==> config.mk <==
export PLATFORM = sky130hd
export DESIGN_NAME = urv_regfile_2r1w
export DESIGN_NICKNAME = d
export VERILOG_FILES = /design/src/rtl/urv_regfile_2r1w.sv
export SDC_FILE = /design/constraint.sdc
export NUM_CORES = 1
export LEC_CHECK = 0
export CAP_MARGIN = 20
export CORE_ASPECT_RATIO = 1.75
export CORE_UTILIZATION = 30
export CTS_CLUSTER_SIZE = 20
export DETAILED_ROUTE_END_ITERATION = 7
export PLACE_DENSITY = 0.54
export SYNTH_ARGS = -nofsm -noshare
export SYNTH_HDL_FRONTEND = slang
export SYNTH_SLANG_ARGS = --single-unit
export TNS_END_PERCENT = 50
==> constraint.sdc <==
create_clock -name clk_i -period 4.45 [get_ports clk_i]
set_input_delay 0.89 -clock clk_i [delete_from_list [all_inputs] [get_ports clk_i]]
set_output_delay 0.89 -clock clk_i [all_outputs]
set_load 0.01 [all_outputs]
==> src/rtl/urv_regfile_2r1w.sv <==
// ----------------------------------------------------------------------------
// urv_regfile_2r1w
//
// Integer register file for the uRV core: DEPTH x DATA_WIDTH storage with one
// synchronous write port and two independent asynchronous read ports (rs1/rs2).
// The storage array carries no reset so that it maps onto distributed RAM;
// instead, a clear sequencer walks every entry after reset and writes zero.
//
// Parameters
//   DATA_WIDTH      bits per register
//   ADDR_WIDTH      address bits, DEPTH = 2**ADDR_WIDTH
//   ZERO_REG        1: address 0 reads as zero and ignores writes
//   BYPASS          1: a read of the address being written returns wdata_i
//   CLEAR_ON_RESET  1: zero every entry after reset before accepting writes
//
// Ports
//   clk_i      in   clock, rising edge
//   rst_i      in   synchronous active-high reset
//   we_i       in   write enable
//   waddr_i    in   write address
//   wdata_i    in   write data
//   raddr_a_i  in   read port A address (rs1)
//   raddr_b_i  in   read port B address (rs2)
//   rdata_a_o  out  read port A data, combinational
//   rdata_b_o  out  read port B data, combinational
//   busy_o     out  high while in reset or clearing; writes are dropped
// ----------------------------------------------------------------------------
module urv_regfile_2r1w #(
    parameter int unsigned DATA_WIDTH     = 32,
    parameter int unsigned ADDR_WIDTH     = 5,
    parameter bit          ZERO_REG       = 1'b1,
    parameter bit          BYPASS         = 1'b1,
    parameter bit          CLEAR_ON_RESET = 1'b1
) (
    input  logic                  clk_i,
    input  logic                  rst_i,
    input  logic                  we_i,
    input  logic [ADDR_WIDTH-1:0] waddr_i,
    input  logic [DATA_WIDTH-1:0] wdata_i,
    input  logic [ADDR_WIDTH-1:0] raddr_a_i,
    input  logic [ADDR_WIDTH-1:0] raddr_b_i,
    output logic [DATA_WIDTH-1:0] rdata_a_o,
    output logic [DATA_WIDTH-1:0] rdata_b_o,
    output logic                  busy_o
);

    localparam int unsigned DEPTH = 2 ** ADDR_WIDTH;

    typedef enum logic [0:0] {
        ST_CLEAR = 1'b0,
        ST_READY = 1'b1
    } state_e;

    state_e                  state_q;
    logic [ADDR_WIDTH-1:0]   clr_cnt_q;

    // Storage array: deliberately without reset.
    logic [DATA_WIDTH-1:0]   mem_q [DEPTH];

    logic                    busy_s;
    logic                    wr_cond_s;
    logic                    mem_we_s;
    logic [ADDR_WIDTH-1:0]   mem_waddr_s;
    logic [DATA_WIDTH-1:0]   mem_wdata_s;
    logic [DATA_WIDTH-1:0]   mem_a_s;
    logic [DATA_WIDTH-1:0]   mem_b_s;

    // Read-data priority: busy -> zero register -> bypass -> array contents.
    function automatic logic [DATA_WIDTH-1:0] read_sel(
        input logic                  busy,
        input logic [ADDR_WIDTH-1:0] raddr,
        input logic [DATA_WIDTH-1:0] mem_val,
        input logic                  wr_cond,
        input logic [ADDR_WIDTH-1:0] waddr,
        input logic [DATA_WIDTH-1:0] wdata
    );
        logic [DATA_WIDTH-1:0] res;
        if (busy) begin
            res = {DATA_WIDTH{1'b0}};
        end else if (ZERO_REG && (raddr == {ADDR_WIDTH{1'b0}})) begin
            res = {DATA_WIDTH{1'b0}};
        end else if (BYPASS && wr_cond && (raddr == waddr)) begin
            res = wdata;
        end else begin
            res = mem_val;
        end
        return res;
    endfunction

    // Control FSM: reset enters CLEAR (or READY), CLEAR walks every address once.
    always_ff @(posedge clk_i) begin
        if (rst_i) begin
            state_q   <= CLEAR_ON_RESET ? ST_CLEAR : ST_READY;
            clr_cnt_q <= {ADDR_WIDTH{1'b0}};
        end else begin
            case (state_q)
                ST_CLEAR: begin
                    clr_cnt_q <= clr_cnt_q + ADDR_WIDTH'(1'b1);
                    if (clr_cnt_q == {ADDR_WIDTH{1'b1}}) begin
                        state_q <= ST_READY;
                    end else begin
                        state_q <= ST_CLEAR;
                    end
                end
                ST_READY: begin
                    state_q   <= ST_READY;
                    clr_cnt_q <= clr_cnt_q;
                end
                default: begin
                    state_q   <= ST_READY;
                    clr_cnt_q <= {ADDR_WIDTH{1'b0}};
                end
            endcase
        end
    end

    // Busy/write-qualification: reset cycle counts as busy so writes are dropped.
    always_comb begin
        busy_s    = rst_i | (state_q != ST_READY);
        wr_cond_s = ~busy_s & we_i &
                    ~(ZERO_REG & (waddr_i == {ADDR_WIDTH{1'b0}}));
    end

    // Write-port mux: the clear sequencer owns the port while clearing.
    always_comb begin
        mem_we_s    = 1'b0;
        mem_waddr_s = waddr_i;
        mem_wdata_s = wdata_i;
        if (rst_i) begin
            mem_we_s    = 1'b0;
        end else if (state_q == ST_CLEAR) begin
            mem_we_s    = 1'b1;
            mem_waddr_s = clr_cnt_q;
            mem_wdata_s = {DATA_WIDTH{1'b0}};
        end else begin
            mem_we_s    = wr_cond_s;
        end
    end

    // Synchronous array write.
    always_ff @(posedge clk_i) begin
        if (mem_we_s) begin
            mem_q[mem_waddr_s] <= mem_wdata_s;
        end
    end

    // Asynchronous array reads for both ports.
    always_comb begin
        mem_a_s = mem_q[raddr_a_i];
        mem_b_s = mem_q[raddr_b_i];
    end

    // Final read data and status outputs.
    always_comb begin
        rdata_a_o = read_sel(busy_s, raddr_a_i, mem_a_s, wr_cond_s, waddr_i, wdata_i);
        rdata_b_o = read_sel(busy_s, raddr_b_i, mem_b_s, wr_cond_s, waddr_i, wdata_i);
        busy_o    = busy_s;
    end

endmodule

==> metrics.md, run 1 <==
| Metric | Value |
|---|---|
| Syn Std Cell Area | `48700 µm²` |
| Post-synthesis sequential area ratio | `between 60 and 70%` |
| Final Power | `approximately 22000 µW` |
| Fill cells | `between 15000 and 20000` |
| Critical path type | `in -> out` |
| Worst slew pin tran | `1110 ps` |
| Commonest non-fill, non-tap cell in the layout | `edfxtp_1` |
| Hold slack final | `561 ps` |
| Post-Route M1 WL | `around 68 mm` |
| Multi-input gate area | `17100 µm²` |
| GRT Overall Usage | `21.3%` |
| Critical Path AT | `3560 ps` |
| DRC viols | `0` |
| Global-route wire length before repair | `245 mm` |
| Initial antenna violation count | `4` |
| Final core occ | `37.0%` |
| Setup crit end | `rdata_b_o[7]` |
| CP startpoint kind | `input pin` |
| Dpl cells | `5212` |
| # rows | `195` |
| Yosys reg bits | `1030` |
| Nets | `around 3200` |
| Worst r2r path cells | `8` |
| Most frequent cells in the layout | `edfxtp_1, mux2i_1, mux4_2, buf_4, o22ai_1` |
| Worst reg2reg path startpoint | `state_q` |
| Leak pwr | `between 0.02 and 0.025 µW` |
| Die Height | `535 µm` |
| Status | `complete, but fails checks` |
| YS warnings | `0` |
| PD cells | `374 nW/µm²` |
| VDD IR-drop max | `0.277 mV` |
| Starting DRT DRC Count | `around 3600` |
| P_sw | `5220 µW` |
| DRT Wirelength | `178 mm` |
| Register area | `between 30000 and 40000 µm²` |
| Largest net degree at the start of global routing | `between 60 and 70` |
| CTS Buffer Depth | `3` |
| Clock Sink Count | `between 1000 and 1500` |
| Minimum clock period | `4450 ps` |
| Hold Path Class | `reg -> reg` |
| Slew Limit Fails | `0` |
| Port Buffers | `around 110` |
| Synth Flop Type | `edfxtp_1` |
| Clock tree root buffer cell | `clkbuf_16` |
| WL met2 | `89.7 mm` |
| Setup violators final | `1` |
| Met3 wire length | `13.3 mm` |
| Worst skew pair latency | `around 700 ps` |
| Combinational power share | `9.9%` |
| Syn Area/Cell | `~18 µm²` |
| Maxcap violations | `0` |
| Vias | `31200` |
| Vias in the first global route | `31700` |
| Sequential power share | `slightly below 50%` |
| Io pins | `115` |
| Max Fclk | `225 MHz` |
| Period utilization | `100%` |
| Clock power share | `between 40% and 50%` |
| Remaining antenna violation count after routing | `0` |
| Flop2flop setup slack | `1470 ps` |
| Sw frac | `23.3%` |
| Synth Instances | `2764` |
| Dpl hpwl | `111 mm` |
| Ratio of cells with drive above 1 in the final layout | `between 30 and 40%` |
| Die width | `307 µm` |
| Reg2reg end | `mem_q[16][17]` |
| Post-synth top area share | `63.1%` |
| Starting density of the core | `30.2%` |
| CORE AREA | `between 150000 and 200000 µm²` |
| Gr ovfl total | `0` |
| Uppermost layer routed | `met5` |
| Internal | `approximately 17000 µW` |
| Clk_skew | `20.0 ps` |
| Area leader, netlist | `edfxtp_1` |
| CTS tree | `done` |
| Hold Vio Cnt, Final | `0` |
| Clk slew on worst S/H paths | `~70 ps` |
| Area growth syn-to-layout | `22.6%` |
| Max transition margin | `26.3%` |
| H-tree depth | `3` |
| Post-synth EDFFs | `1024` |
| DR vias/cell | `5.77` |
| CTS buffer count | `approximately 110` |
| Yosys cell types | `50` |
| Top cells by area, synth | `edfxtp_1, mux4_2, mux2i_1` |
| Synth async-reset ratio | `0%` |
| Placer Congestion | `between 0.8 and 0.9` |
| Die area | `164000 µm²` |
| Max FO, Critical Path | `32` |
| Layout Cells excl Fill | `approximately 5400` |
| Fin worst setup slack | `-2.81 ps` |
| Syn Nets | `2816` |
| Failing checks | `negative setup slack` |
| DR pass1 iterations | `5` |
| Setup crit end kind | `output pin` |
| Worst EP required | `3560 ps` |
| Beginning of the critical path | `waddr_i[1]` |
| Wirelength per Cell | `32.8 µm` |
## critical path: stages
cell,delay (ps)
clkdlybuf4s50_1,490
or2_1,310
o41ai_4,330
buf_4,200
and3b_2,220
buf_12,180
a22o_1,370
clkdlybuf4s50_1,530
## logic make-up after synthesis
logic type	synth area share, %
AOI/OAI and AO/OA	7.46
xor gates and xnor gates	0.234
adders and majority gates	0.0514
buffers and inverters	2.56
DFF	63.4
muxes	24.0
and+or+nand+nor	2.33
## per-layer routing
metal / up-vias / track usage [%]
met5: - / 0
met4: 2 / 7.71
met3: 315 / 3.20
met2: 1526 / 37.1
met1: 16800 / 26.8
li1: 12600 / -
## registers in the layout, summed over array words and instances, names as in the netlist
register,count
state_q,1
clr_cnt_q,5
mem_q,1024
## through the flow
step / worst slack, ps / TNS [ps] / instance area, µm²
2_1_floorplan: 525 / 0 / 48700
3_3_place_gp: -206 / -947 / 55800
3_5_place_dp: -193 / -890 / 55800
4_1_cts: -5.66 / -6.61 / 59500
5_1_grt: -14.9 / -19.7 / 59700
6_report: -2.81 / -2.81 / 59700
## final cells by class
type                    instances  area share [%]
clock buffers                 122            4.72
multi-input cells            1501            28.6
well taps                    2167            4.54
inverters                       5          0.0314
clock inverters                74            1.32
repair buffers                514            9.10
flip-flops and latches       1030            51.7
diodes                          1         0.00419
## power by group through the flow
stage	Sequential [µW]	Combinational, µW	Clock (µW)
global placement	11000	2180	0
detailed placement	11000	2180	0
CTS	10800	2190	9440
finish	10800	2210	9340
floorplan	11000	1150	0
global route	10800	2300	9790
## how the worst min path moves through the flow
stage	from	end	slack, ps	cells after the start
final	clr_cnt_q[4]	clr_cnt_q[4]	560	2
after global routing	clr_cnt_q[4]	clr_cnt_q[4]	600	2
after CTS	clr_cnt_q[4]	clr_cnt_q[4]	560	2
after detailed placement	clr_cnt_q[4]	clr_cnt_q[4]	540	2
after global placement	clr_cnt_q[4]	clr_cnt_q[4]	520	2
after floorplan	clr_cnt_q[4]	clr_cnt_q[4]	490	2
## synth_stat cells (31+ instances only)
cell type and count:
a211o_1 32, a211oi_1 31, a21oi_1 65, a221oi_1 64, a22oi_1 96, and2_1 34
buf_2 53, buf_4 48, clkbuf_1 89, edfxtp_1 1024, mux2i_1 442, mux4_2 320
nor2_1 52, nor3_1 73, o21bai_1 32, o22ai_1 128
## repair_timing
action	CTS	global route
pin swaps	4	8
hold buffers	0	0
endpoints found under the setup margin	30	39
gates resized for setup	18	30
buffers inserted	1	1
gates cloned	0	2
Power figures use the tool's default switching activity.
==> run 2, diff against run 1 <==
--- a/config.mk
+++ b/config.mk
@@ -6,7 +6,7 @@
 export NUM_CORES = 1
 export LEC_CHECK = 0
 export CAP_MARGIN = 20
-export CORE_ASPECT_RATIO = 1.75
+export CORE_ASPECT_RATIO = 0.6
 export CORE_UTILIZATION = 30
 export CTS_CLUSTER_SIZE = 20
 export DETAILED_ROUTE_END_ITERATION = 7
==> metrics.md, run 2 (synthesized netlist as in run 1, its figures left out) <==
| Metric | Value |
|---|---|
| Setup TNS | `-26.9 ps` |
| CP most frequent cell | `clkdlybuf4s50_1` |
| M1 GR Usage | `31.2%` |
| Slew Limit Fails | `0` |
| DRC viols | `0` |
| Hold Vio Cnt, Final | `0` |
| Finished layout cell area | `58900 µm²` |
| Delay-heaviest family, CP | `buffers and inverters` |
| Hold Path Class | `reg -> reg` |
| Worst EP required | `3560 ps` |
| DR vias/cell | `5.75` |
| CTS tree | `done` |
| Worst-path cell chain | `clkdlybuf4s50_1 -> xnor2_1 -> nand3_1 -> o311ai_4 -> buf_12 -> a21oi_1 -> a211o_1 -> clkdlybuf4s50_1` |
| Top Registers | `mem_q x1024, clr_cnt_q x5, state_q x1` |
| Maxcap violations | `0` |
| Met3 Usage GRT | `under 10%` |
| PD cells | `370 nW/µm²` |
| GRT Overall Usage | `a little over a fifth` |
| Minimum clock period | `roughly 4500 ps` |
| Clk_skew | `24.8 ps` |
| Largest net degree at the start of global routing | `between 50 and 60` |
| Setup violators final | `1` |
| Starting density of the core | `30.2%` |
| # rows | `114` |
| Beginning of the critical path | `waddr_i[1]` |
| Fill cells | `between 10000 and 15000` |
| Status | `complete, but fails checks` |
| Cell Area, Placed | `55400 µm²` |
| Critical path type | `in -> out` |
| VDD IR-drop max | `0.345 mV` |
| Area growth syn-to-layout | `20.9%` |
| Commonest non-fill, non-tap cell in the layout | `edfxtp_1` |
| Worst reg2reg path startpoint | `state_q` |
| Die area | `~160000 µm²` |
| Buf/Inv on CP | `3` |
| Worst slew pin tran | `1170 ps` |
| Die Height | `314 µm` |
| Cell count along the critical path | `8` |
| Grt met2 use | `32.2%` |
| Placer Congestion | `around 0.85` |
| Max reg flops | `1024` |
| CTS Buffer Depth | `3` |
| Io pins | `roughly 120` |
| Period utilization | `101%` |
| Worst skew pair latency | `700 ps` |
| Leak pwr | `0.0200 µW` |
| Clock tree root buffer cell | `clkbuf_16` |
| Vias | `about 30000` |
| Setup crit end kind | `output pin` |
| Setup crit end | `rdata_a_o[2]` |
| DRT Wirelength | `approximately 180 mm` |
| Critical Path AT | `3590 ps` |
| Remaining antenna violation count after routing | `0` |
| Fin worst setup slack | `-26.9 ps` |
| Unrepaired setup endpoints after global routing | `true` |
| CTS buffer count | `105` |
| Reg2reg end | `mem_q[22][5]` |
| Flop2flop setup slack | `~1500 ps` |
| Vias in the first global route | `30000` |
| Nets | `3167` |
| CORE AREA | `161000 µm²` |
| Clock Sink Count | `roughly 1000` |
| Failing checks | `negative setup slack` |
| Global-route wire length before repair | `245 mm` |
| Die width | `522 µm` |
| Worst r2r path cells | `6` |
| H-tree depth | `3` |
| Ratio of cells with drive above 1 in the final layout | `28.6%` |
| Final Power | `21800 µW` |
| Starting DRT DRC Count | `roughly 3800` |
| Gr ovfl total | `0` |
| CP startpoint kind | `input pin` |
| DR pass1 iterations | `6` |
| Max incr delay on CP | `550 ps` |
| Most frequent cells in the layout | `edfxtp_1, mux2i_1, mux4_2, buf_4, o22ai_1` |
| Dpl hpwl | `109 mm` |
| Most Crowded Layer GR | `met2` |
| CP max stage cell | `clkdlybuf4s50_1` |
| Port Buffers | `about 110` |
| Max transition margin | `21.6%` |
| Max Fclk | `223 MHz` |
| Max FO, Critical Path | `32` |
| Initial antenna violation count | `4` |
| Wirelength per Cell | `around 33 µm` |
| Largest Register | `mem_q` |
| Clk slew on worst S/H paths | `60 ps` |
## run 2: final cells by class
cell class,count,area [µm²],share of cell area [%]
tap,2146,2690,4.56
inverter,5,18.8,0.0319
multi-input combinational,1501,17000,28.9
clock inverter,60,509,0.865
clock buffer,129,2800,4.76
timing repair buffer,472,4960,8.42
sequential,1030,30900,52.4
antenna,3,7.51,0.0127
## run 2: how the worst min path moves through the flow
stage | startpoint | to | slack, ps | cells after the start
2_1_floorplan | clr_cnt_q[4] | clr_cnt_q[4] | 490 | 2
3_3_place_gp | clr_cnt_q[4] | clr_cnt_q[4] | 520 | 2
3_5_place_dp | clr_cnt_q[4] | clr_cnt_q[4] | 530 | 2
4_1_cts | clr_cnt_q[4] | clr_cnt_q[4] | 540 | 2
5_1_grt | clr_cnt_q[4] | clr_cnt_q[4] | 570 | 2
6_report | clr_cnt_q[4] | clr_cnt_q[4] | 540 | 2
## run 2: power by group
part           internal, µW  switching (µW)  total [µW]
logic                   885            1320        2210
registers             10800            39.5       10800
clock network          4960            3790        8750
## run 2: worst min-delay path, cell delays in order (launching register included)
cell and delay (ps):
dfxtp_1 350, mux2i_1 80, nor2_1 70
## run 2: what timing repair did
item	CTS	global route
hold buffers	0	0
endpoints found under the setup margin	16	22
pin swaps	0	2
resized for setup	19	17
endpoints found under the hold margin	0	0
setup buffers	0	2
## run 2: metrics by stage
| stage | std cells | setup WS, ps | hold WS (ps) | utilization (%) |
|---|---|---|---|---|
| floorplan | 2764 | 525 | 492 | - |
| detailed placement | 5152 | -196 | 525 | 34.4 |
| global placement | 5152 | -133 | 518 | 34.4 |
| finish | 5346 | -26.9 | 537 | 36.5 |
| CTS | 5341 | -39.6 | 540 | 36.5 |
| global route | 5343 | -62.3 | 566 | 36.5 |
## run 2: routing by layer
| layer | share of wire, % | wire, µm | up-vias |
|---|---|---|---|
| li1 | - | - | 12500 |
| met1 | 44 | 77300 | 16300 |
| met2 | 44 | 78300 | 1644 |
| met3 | 9.0 | 15900 | 260 |
| met4 | 3.0 | 5370 | 0 |
| met5 | 0 | 0 | - |
